### src/rtl/mem_stage_ctrl.sv
// MEM stage sequencer: one req/ready access per load/store, freezing the pipe until retire.
// Optional MEM_TIMEOUT_EN aborts a WAIT that exceeds TIMEOUT cycles and sets a sticky error.
module mem_stage_ctrl #(
  parameter int unsigned ADDR_BASE = 1024,
  parameter int          ADDR_W    = 16,
  parameter int          TIMEOUT   = 255
) (
  input  logic              clk,
  input  logic              rst,
  input  logic              mem_r_en,
  input  logic              mem_w_en,
  input  logic [31:0]       alu_result,
  input  logic [31:0]       st_val,
  output logic              freeze,
  output logic [31:0]       rd_data,
  output logic              done,
  output logic              mem_req,
  output logic              mem_we,
  output logic [ADDR_W-1:0] mem_addr,
  output logic [31:0]       mem_wdata,
  input  logic              mem_ready,
  input  logic [31:0]       mem_rdata,
  output logic              mem_err
);

  typedef enum logic [1:0] {
    S_IDLE,
    S_WAIT,
    S_DONE
  } state_t;

  state_t r_state;
  state_t w_next;

  logic              w_pend;
  logic [31:0]       w_diff;
  logic              w_freeze;
  logic              w_done;
  logic              w_issue;
  logic              w_tout;

  logic              r_req;
  logic              r_we;
  logic [ADDR_W-1:0] r_addr;
  logic [31:0]       r_wdata;
  logic [31:0]       r_rd;

  assign w_pend  = mem_r_en | mem_w_en;
  assign w_diff  = alu_result - 32'(ADDR_BASE);
  assign w_issue = (r_state == S_IDLE) && w_pend;

`ifdef MEM_TIMEOUT_EN
  localparam logic [7:0] TO_LAST = 8'(TIMEOUT - 1);

  logic [7:0] r_cnt;
  logic       r_err;

  // Count resets outside WAIT so every access starts from zero.
  always_ff @(posedge clk or posedge rst) begin
    if (rst) begin
      r_cnt <= '0;
    end else if (r_state != S_WAIT) begin
      r_cnt <= '0;
    end else if (!mem_ready) begin
      r_cnt <= r_cnt + 8'd1;
    end
  end

  assign w_tout = (r_state == S_WAIT) && !mem_ready && (r_cnt == TO_LAST);

  always_ff @(posedge clk or posedge rst) begin
    if (rst) begin
      r_err <= 1'b0;
    end else if (w_tout) begin
      r_err <= 1'b1;
    end
  end

  assign mem_err = r_err;

  logic w_unused;
  assign w_unused = ^{w_diff[31:ADDR_W+2], w_diff[1:0]};
`else
  assign w_tout  = 1'b0;
  assign mem_err = 1'b0;

  logic w_unused;
  assign w_unused = ^{w_diff[31:ADDR_W+2], w_diff[1:0], 32'(TIMEOUT)};
`endif

  always_ff @(posedge clk or posedge rst) begin
    if (rst) begin
      r_state <= S_IDLE;
    end else begin
      r_state <= w_next;
    end
  end

  always_comb begin
    w_next   = r_state;
    w_freeze = 1'b0;
    w_done   = 1'b0;
    unique case (r_state)
      S_IDLE: begin
        if (w_pend) begin
          w_freeze = 1'b1;
          w_next   = S_WAIT;
        end
      end
      S_WAIT: begin
        w_freeze = 1'b1;
        if (mem_ready || w_tout) begin
          w_next = S_DONE;
        end
      end
      S_DONE: begin
        w_done = 1'b1;
        w_next = S_IDLE;
      end
      default: begin
        w_next = S_IDLE;
      end
    endcase
  end

  // Gate with rst so the pipeline is released the instant reset rises.
  assign freeze = w_freeze & ~rst;
  assign done   = w_done & ~rst;

  always_ff @(posedge clk or posedge rst) begin
    if (rst) begin
      r_req   <= 1'b0;
      r_we    <= 1'b0;
      r_addr  <= '0;
      r_wdata <= '0;
      r_rd    <= '0;
    end else if (w_issue) begin
      r_req   <= 1'b1;
      r_we    <= mem_w_en;
      r_addr  <= w_diff[ADDR_W+1:2];
      r_wdata <= st_val;
    end else if (r_state == S_WAIT) begin
      if (mem_ready) begin
        r_req <= 1'b0;
        if (!r_we) begin
          r_rd <= mem_rdata;
        end
      end else if (w_tout) begin
        r_req <= 1'b0;
        if (!r_we) begin
          r_rd <= '0;
        end
      end
    end
  end

  assign mem_req   = r_req;
  assign mem_we    = r_we;
  assign mem_addr  = r_addr;
  assign mem_wdata = r_wdata;
  assign rd_data   = r_rd;

endmodule

### config.mk
export PLATFORM = sky130hd
export DESIGN_NAME = mem_stage_ctrl
export DESIGN_NICKNAME = d
export VERILOG_FILES = /design/src/rtl/mem_stage_ctrl.sv
export SDC_FILE = /design/constraint.sdc
export NUM_CORES = 1
export LEC_CHECK = 0
export CAP_MARGIN = 10
export CORE_UTILIZATION = 40
export CTS_CLUSTER_DIAMETER = 30
export CTS_CLUSTER_SIZE = 28
export DETAILED_ROUTE_END_ITERATION = 10
export PLACE_DENSITY = 0.83
export SYNTH_ARGS = -nofsm -noshare
export SYNTH_HDL_FRONTEND = slang
export SYNTH_SLANG_ARGS = --single-unit
### constraint.sdc
create_clock -name clk -period 7.2 [get_ports clk]
set_input_delay 1.44 -clock clk [delete_from_list [all_inputs] [get_ports clk]]
set_output_delay 1.44 -clock clk [all_outputs]
set_load 0.05 [all_outputs]
==> impl_metrics.env, run 1 <==
export IMPL_outcome="finished, final reports clean"
export IMPL_initial_core_util_pct=41.9
export IMPL_clk_latency_ns=0.34
export IMPL_worst_path_buf_inv=2
export IMPL_gp_congestion=0.717
export IMPL_cts_buffer_depth=2
export IMPL_critPathMaxStageDelay_ns=0.83
export IMPL_cts_resized=0
export IMPL_clk_pin_slew_worst_paths_ns=0.08
export IMPL_internal_power_w=0.00159
export IMPL_place_area_um2=5030
export IMPL_drtIter0Drc=48
export IMPL_synth_area_um2=3290
export IMPL_die_w_um=92.6
export IMPL_fin_crit_ns=4.79
export IMPL_combPwrFrac_pct=59.7
export IMPL_wl_um=7650
export IMPL_fin_util_pct=67.0
export IMPL_grt_pass1_wl_um=12100
export IMPL_cp_max_fo=8
export IMPL_total_leakage_power_nw=2.15
export IMPL_fp_coreArea_um2=7850
export IMPL_arrival_ns=3.35
export IMPL_use_met1_pct=21.4
export IMPL_slew_headroom_pct=31.4
export IMPL_power_switching_w=0.00140
export IMPL_synthCells=212
export IMPL_diodes=0
export IMPL_yosysUniqueCellTypes=28
export IMPL_grtUsageMet3_pct=3.94
export IMPL_finalHoldViolCount=0
export IMPL_cts_root_buf="clkbuf_8"
export IMPL_drtAntennaViolNets=0
export IMPL_place_port_buffers=168
export IMPL_finalClockSkew_ns=0.0116
export IMPL_die_h_um=92.6
export IMPL_ys_seq_elements=84
export IMPL_peakVddDrop_mv=0.275
export IMPL_hold_ws_ns=0.477
export IMPL_cts_tree="done"
export IMPL_switching_share_pct=47.0
export IMPL_first_global_vias=2450
export IMPL_reg2regPathDepth=3
export IMPL_post_cts_buffers=0
export IMPL_vias=2345
export IMPL_drc_errors=0
export IMPL_hold_buffers=0
export IMPL_met2_usage_pct=32.8
export IMPL_power_density_nw_per_um2=569
export IMPL_cpMaxStageDelayCell="clkdlybuf4s50_1"
export IMPL_cts_buffers=9
export IMPL_max_cap_violations=0
export IMPL_path_common_cell="clkdlybuf4s50_1"
export IMPL_dr_pass1_iters=4
export IMPL_htreeDepth=3
export IMPL_min_path_cells=2
export IMPL_final_period_utilization_pct=66.5
export IMPL_min_path_type="flop to flop"
export IMPL_dieArea_um2=8580
export IMPL_worstPathCellList="clkdlybuf4s50_1 > or2_0 > nor2_1 > nor3_1 > clkdlybuf4s50_1"
export IMPL_rsz0062_at_grt="no"
export IMPL_setup_violations=0
export IMPL_synth_nets=314
export IMPL_finalSetupTns_ns=0
export IMPL_fillers=611
export IMPL_syn_avg_cell_area_um2=15.5
export IMPL_path_depth=5
export IMPL_fmax_ghz=0.209
export IMPL_seqPwrFrac_pct=27.9
export IMPL_final_area_um2=5260
export IMPL_grt_busiest_layer="met2"
export IMPL_drv_slew=0
export IMPL_startpoint_type="input port"
export IMPL_ys_warn_count=0
export IMPL_grt_max_degree=68
export IMPL_viasPerCell=4.79
export IMPL_rows=32
export IMPL_final_nets=485
export IMPL_wl_per_cell_um=15.6
export IMPL_critPathTopFamily="buffers and inverters"
export IMPL_tightestPinTransition_ns=1.03
export IMPL_cp_required_ns=5.76
export IMPL_boundaryPins=186
export IMPL_crit_path_end_kind="output pin"
export IMPL_place_hpwl_um=5760
export IMPL_grt_ovfl_total=0
export IMPL_pwr_share_clk_pct=12.5
export IMPL_track_usage_pct=18.3
export IMPL_worstSetupPathType="input port to output pin"
export IMPL_yosysSeqAreaShare_pct=64.0
export IMPL_cts_num_sinks=84
export IMPL_antenna_found_initial=0
export IMPL_drive_gt1_share_pct=24.2
export IMPL_area_growth_syn_to_layout_pct=60.0
==> metal layers <==
metal,vias up,wire length (um)
li1,1092,-
met5,-,0
met4,0,150
met2,102,3940
met3,18,508
met1,1133,3050
==> final timing paths <==
path	startpoint	to	slack, ns
max	mem_w_en	freeze	2.41
max reg2reg	r_state[1]	mem_wdata[30]	4.97
min reg2reg	mem_req	mem_req	0.48
min	mem_req	mem_req	0.48
max in group asynchronous	rst	rd_data[23]	4.66
min in group asynchronous	rst	rd_data[10]	1.42
==> cell usage after synthesis <==
library cell	number	area [um2]
dfrtp_1	84	2100
mux2_2	73	822
a21oi_1	6	30.0
buf_6	5	56.3
inv_1	5	18.8
a31oi_1	4	25.0
buf_2	3	15.0
nand2_1	3	11.3
nor2_1	3	11.3
o21ai_0	3	15.0
or3_1	3	18.8
mux2_1	2	22.5
o31ai_1	2	15.0
xnor2_1	2	17.5
and2_1	1	6.26
buf_4	1	7.51
clkbuf_2	1	5.00
conb_1	1	3.75
ha_1	1	12.5
mux2i_1	1	10.0
nand2b_1	1	6.26
nand3b_1	1	7.51
nor3_1	1	5.00
nor3b_1	1	7.51
or2_0	1	6.26
or3b_1	1	8.76
or4_1	1	7.51
or4_4	1	11.3
==> area by class of cell <==
| class | instances | area, um2 | share of cell area [%] |
|---|---|---|---|
| inverters | 5 | 20.0 | 0.381 |
| clock buffers | 11 | 141 | 2.69 |
| repair buffers | 170 | 1700 | 32.3 |
| clock inverters | 5 | 85.1 | 1.62 |
| flip-flops and latches | 84 | 2100 | 40.0 |
| well taps | 102 | 128 | 2.43 |
| multi-input cells | 113 | 1080 | 20.6 |
==> sequential cells by signal, summed over array words and instances, names as in the netlist <==
signal	cells
mem_req	1
mem_addr	16
rd_data	32
r_state	2
mem_wdata	32
mem_we	1
==> kinds of logic after synthesis <==
kind of cell	Yosys count	share of synthesized area, %
mux	76	26.0
xor+xnor	2	0.533
buf+inv	15	3.12
simple gates	18	3.28
flops	84	64.0
fa+ha+maj	1	0.381
compound gates	15	2.59
other cells	1	0.114
==> power groups by stage <==
stage	clock, W	combinational, W	sequential (W)
final	0.000373	0.00178	0.000833
after global routing	0.000402	0.00185	0.000869
after CTS	0.000385	0.00180	0.000838
after detailed placement	0	0.00180	0.000846
after global placement	0	0.00178	0.000830
after floorplan	0	0.000383	0.00167
==> worst min-delay path: stages, from the launching register on <==
cell and delay [ns]:
dfrtp_1 0.35, nand2_1 0.05, nand2_1 0.05
==> cells in the final DEF, fill, tap and decap left out <==
master | Yosys | final
clkdlybuf4s50_1 | 0 | 168
dfrtp_1 | 84 | 84
mux2_2 | 73 | 73
clkbuf_8 | 0 | 10
a21oi_1 | 6 | 6
inv_1 | 5 | 4
a31oi_1 | 4 | 4
or3_1 | 3 | 3
o21ai_0 | 3 | 3
nand2_1 | 3 | 3
nor2_1 | 3 | 2
mux2_1 | 2 | 2
xnor2_1 | 2 | 2
o31ai_1 | 2 | 2
clkinv_4 | 0 | 2
bufinv_16 | 0 | 2
buf_4 | 1 | 2
nand3b_1 | 1 | 1
nor2_2 | 0 | 1
or2_0 | 1 | 1
and2_2 | 0 | 1
clkinv_2 | 0 | 1
nor3_1 | 1 | 1
nor3b_1 | 1 | 1
or4_4 | 1 | 1
mux2i_1 | 1 | 1
or3b_1 | 1 | 1
or4_1 | 1 | 1
nand2b_1 | 1 | 1
ha_1 | 1 | 1
conb_1 | 1 | 1
clkbuf_1 | 0 | 1
clkinvlp_4 | 0 | 1
==> metrics by stage <==
step | instances | setup WS [ns] | power, W
global route | 490 | 2.25 | 0.00312
global placement | 474 | 2.42 | 0.00261
CTS | 490 | 2.40 | 0.00302
floorplan | 212 | 2.99 | 0.00205
detailed placement | 474 | 2.41 | 0.00264
finish | 490 | 2.41 | 0.00299
Power figures use the tool's default switching activity.
==> inputs of run 2 (changes only) <==
CORE_UTILIZATION = 34   (was 40)
PLACE_DENSITY = 0.75   (was 0.83)
clock period = 4 ns   (was 7.2 ns; I/O delays follow)
==> run 2 against run 1 <==
Effect of this change: via count grew 0.98%; critical path type unchanged; routed wire length down 5.0%; first-iteration DRC count fell by 17%; power increased by 77%; critical endpoint unchanged; highest routed layer unchanged; final cell count rose by 5.5%; non-clock buffer count grew 1; die area rose by 17%; flip-flop and latch count stayed put; worst setup slack lost 1.9 ns; register-to-register slack got worse by 3.0 ns.
==> impl_metrics.env, run 2 (synthesized netlist as in run 1, its figures left out) <==
export IMPL_outcome="finished, final reports clean"
export IMPL_fin_crit_ns=3.47
export IMPL_rows=35
export IMPL_fillers=787
export IMPL_multi_input_area_um2=1080
export IMPL_place_area_um2=5080
export IMPL_initial_core_util_pct=35.4
export IMPL_min_path_type="flop to flop"
export IMPL_cts_root_buf="clkbuf_8"
export IMPL_hold_buffers=0
export IMPL_drc_errors=0
export IMPL_dr_pass1_iters=4
export IMPL_regArea_um2=2100
export IMPL_critPathLaunch="mem_w_en"
export IMPL_wl_per_cell_um=14.1
export IMPL_post_cts_buffers=0
export IMPL_cts_buffer_depth=2
export IMPL_drive_gt1_share_pct=24.2
export IMPL_reg2reg_slack_ns=1.98
export IMPL_wl_um=7270
export IMPL_clk_latency_ns=0.33
export IMPL_area_growth_syn_to_layout_pct=60.6
export IMPL_dieArea_um2=10100
export IMPL_crit_path_end_kind="output pin"
export IMPL_clk_pin_slew_worst_paths_ns=0.08
export IMPL_finalHoldViolCount=0
export IMPL_setup_ws_ns=0.528
export IMPL_rsz0062_at_grt="no"
export IMPL_cp_required_ns=3.20
export IMPL_viasPerCell=4.58
export IMPL_path_common_cell="clkdlybuf4s50_1"
export IMPL_pre_cts_ws_ns=0.551
export IMPL_final_common_cell="clkdlybuf4s50_1"
export IMPL_hp_start="mem_wdata[0]"
export IMPL_critPathMaxStageDelay_ns=0.83
export IMPL_min_path_cells=1
export IMPL_worstSetupPathType="input port to output pin"
export IMPL_final_nets=486
export IMPL_min_to="mem_wdata[0]"
export IMPL_antenna_found_initial=0
export IMPL_track_usage_pct=14.6
export IMPL_place_port_buffers=168
export IMPL_drtIter0Drc=40
export IMPL_drv_slew=0
export IMPL_cts_num_sinks=84
export IMPL_fp_coreArea_um2=9280
export IMPL_gp_congestion=0.717
export IMPL_boundaryPins=186
export IMPL_startpoint_type="input port"
export IMPL_grt_pass1_wl_um=11400
export IMPL_diodes=0
export IMPL_peakVddDrop_mv=0.554
export IMPL_arrival_ns=2.67
export IMPL_cts_tree="done"
export IMPL_first_global_vias=2338
export IMPL_die_w_um=100
export IMPL_vias=2368
export IMPL_slew_headroom_pct=52.1
export IMPL_reg2regPathDepth=4
export IMPL_die_h_um=100
export IMPL_max_cap_violations=0
export IMPL_drtAntennaViolNets=0
export IMPL_grt_ovfl_total=0
export IMPL_worst_path_buf_inv=2
export IMPL_r2r_start="r_state[0]"
export IMPL_worstPathCellList="clkdlybuf4s50_1 > or2_0 > nor2_1 > nor3_1 > clkdlybuf4s50_1"
export IMPL_cpMaxStageDelayCell="clkdlybuf4s50_1"
export IMPL_cp_max_fo=8
export IMPL_total_leakage_power_nw=2.14
export IMPL_critPathTopFamily="buffers and inverters"
export IMPL_final_period_utilization_pct=86.8
export IMPL_fmax_ghz=0.288
export IMPL_place_hpwl_um=5260
export IMPL_finalSetupTns_ns=0
export IMPL_final_area_um2=5280
export IMPL_power_density_nw_per_um2=1000
export IMPL_htreeDepth=3
export IMPL_reg2reg_to="mem_addr[2]"
export IMPL_cts_resized=0
export IMPL_cts_buffers=9
export IMPL_finalClockSkew_ns=0.0103
export IMPL_grt_max_degree=47
export IMPL_tightestPinTransition_ns=0.718
export IMPL_final_cell_mix="clkdlybuf4s50_1 (168), dfrtp_1 (84), mux2_2 (73), clkbuf_8 (10), a21oi_1 (6)"
export IMPL_setup_violations=0
## run 2: cell types whose count changed in the layout (fill, tap and decap cells not counted)
cell | before | now
buf_12 | 0 | 1
clkinvlp_4 | 1 | 2
clkinv_2 | 1 | 2
bufinv_16 | 2 | 1
clkinv_4 | 2 | 0
## run 2: worst max-delay path by stage
stage / to / slack, ns / cells past startpoint
2_1_floorplan: mem_addr[0] / 1.03 / 1
4_1_cts: freeze / 0.53 / 5
3_5_place_dp: freeze / 0.55 / 5
5_1_grt: freeze / 0.39 / 5
6_report: freeze / 0.53 / 5
3_3_place_gp: freeze / 0.54 / 5
## run 2: per-stage QoR
stage / hold WS (ns) / cells / total power, W / util [%]
detailed placement: 0.479 / 502 / 0.00476 / 54.8
global route: 0.511 / 517 / 0.00554 / 56.8
finish: 0.493 / 517 / 0.00530 / 56.8
global placement: 0.459 / 502 / 0.00470 / 54.8
CTS: 0.499 / 517 / 0.00537 / 56.8
floorplan: 0.555 / 212 / 0.00369 / -
## run 2: metal layers
| layer | part of all wire (%) | track usage, % |
|---|---|---|
| met2 | 50 | 24.9 |
| met4 | 1.0 | 6.13 |
| met3 | 7.7 | 3.83 |
| met5 | 0 | 0 |
| met1 | 41 | 17.5 |
## run 2: cell type report
cell class,count,area share [%]
Tap cell,129,3.06
Clock buffer,11,2.68
Multi-Input combinational cell,113,20.6
Sequential cell,84,39.8
Clock inverter,4,0.949
Inverter,5,0.379
Timing Repair Buffer,171,32.5
## run 2: worst register-to-register path, stage by stage (launching register included)
cell and delay, ns:
dfrtp_1 0.45, nor2_1 0.34, and2_2 0.21, buf_4 0.46, mux2_2 0.44
## run 2: where the power goes
part	switching [W]	internal [W]	total, W
Sequential	0.000223	0.00128	0.00151
Combinational	0.00200	0.00120	0.00321
Clock	0.000288	0.000302	0.000590
